==> config.mk <==
export PLATFORM = sky130hd
export DESIGN_NAME = mc_control_fsm_flat
export DESIGN_NICKNAME = d
export VERILOG_FILES = /design/src/rtl/mc_control_fsm_if.sv /design/src/rtl/mc_control_fsm.sv /design/src/flat_wrapper.sv
export SDC_FILE = /design/constraint.sdc
export NUM_CORES = 1
export LEC_CHECK = 0
export CORE_MARGIN = 4
export CORE_UTILIZATION = 31
export CTS_BUF_LIST = sky130_fd_sc_hd__clkbuf_8 sky130_fd_sc_hd__clkbuf_16
export CTS_CLUSTER_DIAMETER = 100
export CTS_CLUSTER_SIZE = 40
export DETAILED_ROUTE_END_ITERATION = 10
export PLACE_DENSITY = 0.68
export SETUP_SLACK_MARGIN = 0.5
export SLEW_MARGIN = 20
export SYNTH_ARGS = -nofsm -noshare
export SYNTH_HDL_FRONTEND = slang
export SYNTH_SLANG_ARGS = --single-unit
==> constraint.sdc <==
create_clock -name clk -period 3.3 [get_ports clk]
set_clock_uncertainty 0.15 [all_clocks]
set_input_delay 0.66 -clock clk [delete_from_list [all_inputs] [get_ports clk]]
set_output_delay 0.66 -clock clk [all_outputs]
set_load 0.02 [all_outputs]
==> src/rtl/mc_control_fsm_if.sv <==
// Control bundle between the multicycle MIPS controller and its datapath.
// The controller is the master: it reads the decoded instruction fields and
// status flags, and drives the enables, mux selects and ALU control.
interface mc_control_fsm_if;
    logic [5:0] op;
    logic [5:0] funct;
    logic       zero;
    logic       mem_ready;
    logic       pcen;
    logic       irwrite;
    logic       regwrite;
    logic       memwrite;
    logic       iord;
    logic       memtoreg;
    logic       regdst;
    logic       alusrca;
    logic [1:0] alusrcb;
    logic [1:0] pcsrc;
    logic [2:0] alucontrol;
    logic       illegal_op;
    logic [3:0] state_dbg;

    modport master (
        input  op, funct, zero, mem_ready,
        output pcen, irwrite, regwrite, memwrite, iord, memtoreg, regdst,
               alusrca, alusrcb, pcsrc, alucontrol, illegal_op, state_dbg
    );

    modport slave (
        output op, funct, zero, mem_ready,
        input  pcen, irwrite, regwrite, memwrite, iord, memtoreg, regdst,
               alusrca, alusrcb, pcsrc, alucontrol, illegal_op, state_dbg
    );
endinterface

==> src/rtl/mc_control_fsm.sv <==
// Multicycle MIPS main control unit: Moore FSM sequencing
// fetch/decode/execute/memory/writeback, stalling on mem_ready.
module mc_control_fsm #(
    parameter int p_funct_check = 1
) (
    input  logic              clk,
    input  logic              reset,
    mc_control_fsm_if.master  bus
);
    typedef enum logic [3:0] {
        S_FETCH    = 4'd0,
        S_DECODE   = 4'd1,
        S_MEMADR   = 4'd2,
        S_MEMRD    = 4'd3,
        S_MEMWB    = 4'd4,
        S_MEMWR    = 4'd5,
        S_EXECUTE  = 4'd6,
        S_ALUWB    = 4'd7,
        S_BRANCH   = 4'd8,
        S_ADDIEXEC = 4'd9,
        S_ADDIWB   = 4'd10,
        S_JUMP     = 4'd11
    } state_t;

    localparam logic [5:0] OP_RTYPE = 6'b000000;
    localparam logic [5:0] OP_LW    = 6'b100011;
    localparam logic [5:0] OP_SW    = 6'b101011;
    localparam logic [5:0] OP_BEQ   = 6'b000100;
    localparam logic [5:0] OP_ADDI  = 6'b001000;
    localparam logic [5:0] OP_J     = 6'b000010;

    localparam logic [5:0] FN_ADD = 6'b100000;
    localparam logic [5:0] FN_SUB = 6'b100010;
    localparam logic [5:0] FN_AND = 6'b100100;
    localparam logic [5:0] FN_OR  = 6'b100101;
    localparam logic [5:0] FN_SLT = 6'b101010;

    localparam logic [2:0] ALU_ADD = 3'b010;
    localparam logic [2:0] ALU_SUB = 3'b110;
    localparam logic [2:0] ALU_AND = 3'b000;
    localparam logic [2:0] ALU_OR  = 3'b001;
    localparam logic [2:0] ALU_SLT = 3'b111;

    state_t state_reg;
    state_t state_next;

    // Ungated decode of the current state; write enables and illegal_op are
    // masked by reset below so nothing commits while reset is high.
    logic       pcen_raw;
    logic       irwrite_raw;
    logic       regwrite_raw;
    logic       memwrite_raw;
    logic       illegal_raw;
    logic       iord_c;
    logic       memtoreg_c;
    logic       regdst_c;
    logic       alusrca_c;
    logic [1:0] alusrcb_c;
    logic [1:0] pcsrc_c;
    logic [2:0] alucontrol_c;

    // State register; reset pulls the machine back to FETCH immediately.
    always_ff @(posedge clk or posedge reset) begin
        if (reset) begin
            state_reg <= S_FETCH;
        end else begin
            state_reg <= state_next;
        end
    end

    // Next-state and Moore output decode (mem_ready/zero qualify a few enables).
    always_comb begin
        state_next   = state_reg;
        pcen_raw     = 1'b0;
        irwrite_raw  = 1'b0;
        regwrite_raw = 1'b0;
        memwrite_raw = 1'b0;
        illegal_raw  = 1'b0;
        iord_c       = 1'b0;
        memtoreg_c   = 1'b0;
        regdst_c     = 1'b0;
        alusrca_c    = 1'b0;
        alusrcb_c    = 2'b00;
        pcsrc_c      = 2'b00;
        alucontrol_c = ALU_ADD;

        case (state_reg)
            S_FETCH: begin
                // PC+4 computed while the instruction is read; both commit
                // only on the cycle the memory completes.
                alusrcb_c   = 2'b01;
                irwrite_raw = bus.mem_ready;
                pcen_raw    = bus.mem_ready;
                if (bus.mem_ready) begin
                    state_next = S_DECODE;
                end
            end
            S_DECODE: begin
                // Branch target PC+(imm<<2) is precomputed into ALUOut here.
                alusrcb_c = 2'b11;
                case (bus.op)
                    OP_LW, OP_SW: state_next = S_MEMADR;
                    OP_RTYPE:     state_next = S_EXECUTE;
                    OP_BEQ:       state_next = S_BRANCH;
                    OP_ADDI:      state_next = S_ADDIEXEC;
                    OP_J:         state_next = S_JUMP;
                    default: begin
                        illegal_raw = 1'b1;
                        state_next  = S_FETCH;
                    end
                endcase
            end
            S_MEMADR: begin
                alusrca_c  = 1'b1;
                alusrcb_c  = 2'b10;
                state_next = (bus.op == OP_SW) ? S_MEMWR : S_MEMRD;
            end
            S_MEMRD: begin
                iord_c = 1'b1;
                if (bus.mem_ready) begin
                    state_next = S_MEMWB;
                end
            end
            S_MEMWB: begin
                memtoreg_c   = 1'b1;
                regwrite_raw = 1'b1;
                state_next   = S_FETCH;
            end
            S_MEMWR: begin
                // Strobe held through the completing cycle.
                iord_c       = 1'b1;
                memwrite_raw = 1'b1;
                if (bus.mem_ready) begin
                    state_next = S_FETCH;
                end
            end
            S_EXECUTE: begin
                alusrca_c  = 1'b1;
                state_next = S_ALUWB;
                case (bus.funct)
                    FN_ADD: alucontrol_c = ALU_ADD;
                    FN_SUB: alucontrol_c = ALU_SUB;
                    FN_AND: alucontrol_c = ALU_AND;
                    FN_OR:  alucontrol_c = ALU_OR;
                    FN_SLT: alucontrol_c = ALU_SLT;
                    default: begin
                        // Unknown funct either traps or falls back to add.
                        if (p_funct_check != 0) begin
                            illegal_raw = 1'b1;
                            state_next  = S_FETCH;
                        end
                    end
                endcase
            end
            S_ALUWB: begin
                regdst_c     = 1'b1;
                regwrite_raw = 1'b1;
                state_next   = S_FETCH;
            end
            S_BRANCH: begin
                alusrca_c    = 1'b1;
                alucontrol_c = ALU_SUB;
                pcsrc_c      = 2'b01;
                pcen_raw     = bus.zero;
                state_next   = S_FETCH;
            end
            S_ADDIEXEC: begin
                alusrca_c  = 1'b1;
                alusrcb_c  = 2'b10;
                state_next = S_ADDIWB;
            end
            S_ADDIWB: begin
                regwrite_raw = 1'b1;
                state_next   = S_FETCH;
            end
            S_JUMP: begin
                pcsrc_c    = 2'b10;
                pcen_raw   = 1'b1;
                state_next = S_FETCH;
            end
            default: begin
                state_next = S_FETCH;
            end
        endcase
    end

    assign bus.pcen       = pcen_raw & ~reset;
    assign bus.irwrite    = irwrite_raw & ~reset;
    assign bus.regwrite   = regwrite_raw & ~reset;
    assign bus.memwrite   = memwrite_raw & ~reset;
    assign bus.illegal_op = illegal_raw & ~reset;
    assign bus.iord       = iord_c;
    assign bus.memtoreg   = memtoreg_c;
    assign bus.regdst     = regdst_c;
    assign bus.alusrca    = alusrca_c;
    assign bus.alusrcb    = alusrcb_c;
    assign bus.pcsrc      = pcsrc_c;
    assign bus.alucontrol = alucontrol_c;
    assign bus.state_dbg  = state_reg;
endmodule

==> src/flat_wrapper.sv <==
// flat-port wrapper written by rule: the top's interface ports become plain ports
module mc_control_fsm_flat 
#(
    parameter int p_funct_check = 1
)
  (clk, reset, bus_op, bus_funct, bus_zero, bus_mem_ready, bus_pcen, bus_irwrite, bus_regwrite, bus_memwrite, bus_iord, bus_memtoreg, bus_regdst, bus_alusrca, bus_alusrcb, bus_pcsrc, bus_alucontrol, bus_illegal_op, bus_state_dbg);
  mc_control_fsm_if bus_i ();
  input  logic clk;
  input  logic reset;
  input wire logic [$bits(bus_i.op)-1:0] bus_op;
  input wire logic [$bits(bus_i.funct)-1:0] bus_funct;
  input wire logic [$bits(bus_i.zero)-1:0] bus_zero;
  input wire logic [$bits(bus_i.mem_ready)-1:0] bus_mem_ready;
  output wire logic [$bits(bus_i.pcen)-1:0] bus_pcen;
  output wire logic [$bits(bus_i.irwrite)-1:0] bus_irwrite;
  output wire logic [$bits(bus_i.regwrite)-1:0] bus_regwrite;
  output wire logic [$bits(bus_i.memwrite)-1:0] bus_memwrite;
  output wire logic [$bits(bus_i.iord)-1:0] bus_iord;
  output wire logic [$bits(bus_i.memtoreg)-1:0] bus_memtoreg;
  output wire logic [$bits(bus_i.regdst)-1:0] bus_regdst;
  output wire logic [$bits(bus_i.alusrca)-1:0] bus_alusrca;
  output wire logic [$bits(bus_i.alusrcb)-1:0] bus_alusrcb;
  output wire logic [$bits(bus_i.pcsrc)-1:0] bus_pcsrc;
  output wire logic [$bits(bus_i.alucontrol)-1:0] bus_alucontrol;
  output wire logic [$bits(bus_i.illegal_op)-1:0] bus_illegal_op;
  output wire logic [$bits(bus_i.state_dbg)-1:0] bus_state_dbg;
  assign bus_i.op = bus_op;
  assign bus_i.funct = bus_funct;
  assign bus_i.zero = bus_zero;
  assign bus_i.mem_ready = bus_mem_ready;
  assign bus_pcen = bus_i.pcen;
  assign bus_irwrite = bus_i.irwrite;
  assign bus_regwrite = bus_i.regwrite;
  assign bus_memwrite = bus_i.memwrite;
  assign bus_iord = bus_i.iord;
  assign bus_memtoreg = bus_i.memtoreg;
  assign bus_regdst = bus_i.regdst;
  assign bus_alusrca = bus_i.alusrca;
  assign bus_alusrcb = bus_i.alusrcb;
  assign bus_pcsrc = bus_i.pcsrc;
  assign bus_alucontrol = bus_i.alucontrol;
  assign bus_illegal_op = bus_i.illegal_op;
  assign bus_state_dbg = bus_i.state_dbg;
  mc_control_fsm #(.p_funct_check(p_funct_check)) u_core (.clk(clk), .reset(reset), .bus(bus_i));
endmodule
==> flow_summary.ini, run 1 <==
[routing]
antenna_left = 0
vias = 803
drc_errors = 0
avgViaCountPerCell = 5.35
wire_per_inst_um = 13.1
first_iter_violations = 27
drt_first_pass_iters = 4
totalWireLength_um = 1970

[power_and_ir_drop]
p_leak_nw = 0.473
power-per-cell-area_nw_per_um2 = 541
ir_worst_vdd_v = 0.000280

[cells_and_area]
design_area_um2 = 1040
largest_reg_flops = 4
layout-drive-gt1-share_pct = 18.4
diodes = 0
syn2layout_area_growth_pct = 72.1
fin_util_pct = 58.1
fillers = 168
final_nets = 143

[synthesis]
synthArstFlopShare_pct = 100
netlist-cell-type-count = 36
synth_area_um2 = 602
synth_edf_count = 0
syn-instance-count = 85
syn_nets = 101
yosysWarnings = 0
syn_avg_cell_area_um2 = 7.08
yosys_most_used_dff = dfrtp_1
ys_ff_latch = 4
ys_seq_area_share_pct = 16.6

[run_status]
status = finished, final reports clean

[clock_network]
cts-root-buf = clkbuf_8
cts_setup_buffers = 0
cts_hold_buf = 0
cts_buffers = 3
ctsHtreeMaxLevel = 1
clkTransAtPathRegs_ns = 0.03
cts_buffer_depth = 2
clock_latency_ns = 0.21
cts_tree = built
clock_sinks = 4

[min_path]
hold_path_class = register to register

[sta]
period_share_pct = 85.5
fin_setup_tns_ns = 0
drv_slew = 0
rsz0062_at_grt = true
hold_viol = 0
setup_viol = 0
worstMarginPinSlew_ns = 0.263
period_needed_ns = 2.82
fmax_mhz = 355
maxSlewHeadroom_pct = 82.3

[die]
pin_count = 36
fp.dieW_um = 52.1
initial_core_util_pct = 33.8
core-area_um2 = 1780
rows = 15
dieArea_um2 = 2710
die_h_um = 52.1

[place]
io_buffer_count = 35
place_hpwl_um = 1580
gp_congestion = 0.834
place_area_um2 = 1000

[global_routing]
grt_max_degree = 17
overflow = 0
first_global_vias = 712
grt_pass1_wl_um = 3260
grtUsageTotal_pct = 15.2
antenna_found_initial = 0

[flow_run]
drv_cap = 0

[setup_path]
worstSetupStartpointType = primary input
required_ns = 2.49
path_max_fanout = 3
worst_setup_path_end_kind = output port
arrival_ns = 2.01
path_class = primary input to output port
==> per-layer routing <==
layer	GRT usage (%)	part of all wire (%)	vias up
met1	20.2	43	354
li1	-	-	399
met4	1.75	0.96	0
met2	24.9	46	46
met5	0	0	-
met3	4.30	9.5	4
==> cell type report <==
class	instances	area [µm²]	area share, %
Timing Repair Buffer	42	388	37.4
Clock buffer	3	41.3	3.99
Inverter	4	15.0	1.45
Sequential cell	4	100	9.66
Tap cell	25	31.3	3.02
Multi-Input combinational cell	72	460	44.4
==> Yosys cell counts, drive strengths merged, types with 3 or more instances <==
| library cell | instances | area share, % |
|---|---|---|
| nand2 | 10 | 6.2 |
| nor2 | 10 | 6.2 |
| a21oi | 6 | 5.0 |
| nor3 | 6 | 5.0 |
| nand2b | 5 | 5.2 |
| buf | 4 | 5.4 |
| dfrtp | 4 | 17 |
| inv | 4 | 2.5 |
| nand3 | 3 | 2.5 |
| or3 | 3 | 3.1 |
==> critical path, stage by stage <==
cell and delay (ns):
clkdlybuf4s50_1 0.45, or4_4 0.55, nor2_2 0.11, o32ai_1 0.07, buf_2 0.17
==> cells in the final DEF (no fill, tap or decap), types with 2 or more instances in the layout <==
cell type         n
clkdlybuf4s50_1  24
nand3_1           3
inv_1             4
a21oi_1           6
nand2b_1          5
or3_1             3
dlygate4sd2_1     2
o21ai_0           2
buf_2             3
o32ai_1           2
nand2_1          10
buf_4             8
a311oi_1          2
nor3b_1           2
nor2_1            9
clkbuf_8          3
dfrtp_1           4
dlymetal6s2s_1    4
nor3_1            5
==> cells by family after synthesis <==
logic type / synth area share [%]
compound gates: 23.1
xor+xnor: 1.46
buf+inv: 8.52
flops: 16.6
mux: 3.53
simple gates: 46.8
==> what timing repair did <==
action | 4_1_cts | 5_1_grt
hold endpoints to repair | 0 | 0
gates cloned | 0 | 0
resized for setup | 16 | 14
endpoints found under the setup margin | 7 | 7
==> per-stage QoR <==
stage | worst slack, ns | hold slack [ns] | power (mW) | std cells
floorplan | 0.798 | 0.284 | 0.309 | 85
global placement | 0.0488 | 0.436 | 0.466 | 147
detailed placement | 0.0586 | 0.428 | 0.466 | 147
CTS | 0.284 | 0.423 | 0.565 | 150
global route | 0.431 | 0.472 | 0.604 | 150
finish | 0.480 | 0.424 | 0.561 | 150
==> path summary, 6_finish.rpt <==
kind / from / to / slack, ns / cells past startpoint
worst max register to register: u_core.bus.state_dbg[1]$_DFFE_PP0P_ / u_core.bus.state_dbg[2]$_DFFE_PP0P_ / 1.45 / 5
worst min-delay path: u_core.bus.state_dbg[3]$_DFFE_PP0P_ / u_core.bus.state_dbg[0]$_DFFE_PP0P_ / 0.42 / 2
worst max-delay path: bus_op[1] / bus_illegal_op / 0.48 / 5
worst min register to register: u_core.bus.state_dbg[3]$_DFFE_PP0P_ / u_core.bus.state_dbg[0]$_DFFE_PP0P_ / 0.42 / 2
max in group asynchronous: reset / u_core.bus.state_dbg[2]$_DFFE_PP0P_ / 2.11 / 3
min in group asynchronous: reset / u_core.bus.state_dbg[1]$_DFFE_PP0P_ / 0.71 / 3
==> report_power, final <==
part           internal (mW)  total [mW]  switching, mW
combinational          0.169       0.384          0.215
clock                 0.0776       0.100         0.0229
sequential            0.0627      0.0761         0.0134
total                  0.310       0.561          0.251
(Power assumes the default switching activity.)
==> run 2, diff against run 1 <==
- SKIP_CTS_REPAIR_TIMING: unset -> 1
==> run 2 against run 1 <==
Net effect: final cell count unchanged; highest routed layer unchanged; setup slack worse by 0.088 ns; global-route usage shrank 0.060 points; flip-flop and latch count stayed put; first-iteration DRC count shrank 7.4%.
==> flow_summary.ini, run 2 (synthesis results as in run 1) <==
[run_status]
status = finished, final reports clean

[routing]
vias = 787
drt_first_pass_iters = 4
wire_per_inst_um = 13.1
avgViaCountPerCell = 5.25
first_iter_violations = 25
antenna_left = 0
totalWireLength_um = 1970
drc_errors = 0

[place]
place_hpwl_um = 1580
io_buffer_count = 35
dp.cells = 147
gp_congestion = 0.834
place_area_um2 = 1000

[min_path]
holdPathStages = 2
hold_path_class = register to register

[cells_and_area]
regArea_um2 = 100
finalNonFillerCells = 150
layout_common_cells = clkdlybuf4s50_1 (25), nor2_1 (10), nand2_1 (10)
diodes = 0
syn2layout_area_growth_pct = 77.5
multiInputGateArea_um2 = 458
largest_reg_flops = 4
layout_commonest_cell = clkdlybuf4s50_1
layout-drive-gt1-share_pct = 14.4
fillers = 163
design_area_um2 = 1070
fin_util_pct = 59.9
final_nets = 143

[sta]
period_share_pct = 88.1
hold_ws_ns = 0.422
worstMarginPinSlew_ns = 0.262
fmax_mhz = 344
setup_viol = 0
fin_setup_tns_ns = 0
maxSlewHeadroom_pct = 82.4
rsz0062_at_grt = true
hold_viol = 0
drv_slew = 0
period_needed_ns = 2.91

[global_routing]
grt_use_met2_pct = 24.9
grt_pass1_wl_um = 3250
grtUsageTotal_pct = 15.2
first_global_vias = 713
use_met1_pct = 20.1
grt_max_degree = 17
overflow = 0
grt_util_met3_pct = 4.30
busiest_layer = met2
antenna_found_initial = 0

[power_and_ir_drop]
power-per-cell-area_nw_per_um2 = 531
pwr-share-comb_pct = 68.9
intPower_uw = 317
power_frac_seq_pct = 13.4
ir_worst_vdd_v = 0.000281
p_leak_nw = 0.538
switchingPower_uw = 251
switching_share_pct = 44.2
clockPowerShare_pct = 17.7

[setup_path]
rrSetupSlack_ns = 1.45
rr_worst_depth = 5
path_max_fanout = 3
arrival_ns = 2.10
worstSetupStartpointType = primary input
worst_setup_path_end_kind = output port
path_class = primary input to output port
required_ns = 2.49

[flow_run]
drv_cap = 0

[clock_network]
cts_buffers = 3
cts-root-buf = clkbuf_8
clock_latency_ns = 0.21
cts_tree = built
cts_buffer_depth = 2
clock_sinks = 4
ctsHtreeMaxLevel = 1
clkTransAtPathRegs_ns = 0.03

[die]
initial_core_util_pct = 33.8
dieArea_um2 = 2710
core-area_um2 = 1780
pin_count = 36
die_h_um = 52.1
fp.dieW_um = 52.1
rows = 15
## run 2: per-layer routing
layer	up-vias	part of all wire, %
met5	-	0
met4	0	0.56
met3	2	9.8
met2	40	47
met1	344	43
li1	401	-
## run 2: power by group through the flow
| stage | registers [mW] | clock network (mW) | logic (mW) |
|---|---|---|---|
| CTS | 0.0759 | 0.103 | 0.392 |
| finish | 0.0758 | 0.101 | 0.391 |
| global placement | 0.0759 | 0 | 0.390 |
| floorplan | 0.0903 | 0 | 0.219 |
| global route | 0.0774 | 0.106 | 0.427 |
| detailed placement | 0.0762 | 0 | 0.390 |
## run 2: critical path, cell delays in order
cell and delay (ns):
clkdlybuf4s50_1 0.51, mux2_2 0.37, nor4b_4 0.23, o32ai_1 0.11
dlymetal6s2s_1 0.22
## run 2: final timing paths
kind | from | end
hold / removal | u_core.bus.state_dbg[3]$_DFFE_PP0P_ | u_core.bus.state_dbg[0]$_DFFE_PP0P_
max in group asynchronous | reset | u_core.bus.state_dbg[2]$_DFFE_PP0P_
min in group asynchronous | reset | u_core.bus.state_dbg[1]$_DFFE_PP0P_
setup reg to reg | u_core.bus.state_dbg[1]$_DFFE_PP0P_ | u_core.bus.state_dbg[2]$_DFFE_PP0P_
setup / recovery | bus_funct[2] | bus_illegal_op
hold reg to reg | u_core.bus.state_dbg[3]$_DFFE_PP0P_ | u_core.bus.state_dbg[0]$_DFFE_PP0P_
## run 2: area by class of cell
| type | count | share of cell area [%] |
|---|---|---|
| Inverter | 4 | 1.41 |
| Clock buffer | 3 | 3.86 |
| Multi-Input combinational cell | 72 | 42.9 |
| Timing Repair Buffer | 42 | 39.6 |
| Tap cell | 25 | 2.93 |
| Sequential cell | 4 | 9.37 |
## run 2: per-stage QoR
step | total power [mW] | setup WS (ns)
CTS | 0.570 | 0.0581
global placement | 0.466 | 0.0488
detailed placement | 0.466 | 0.0586
finish | 0.567 | 0.392
floorplan | 0.309 | 0.798
global route | 0.611 | 0.337
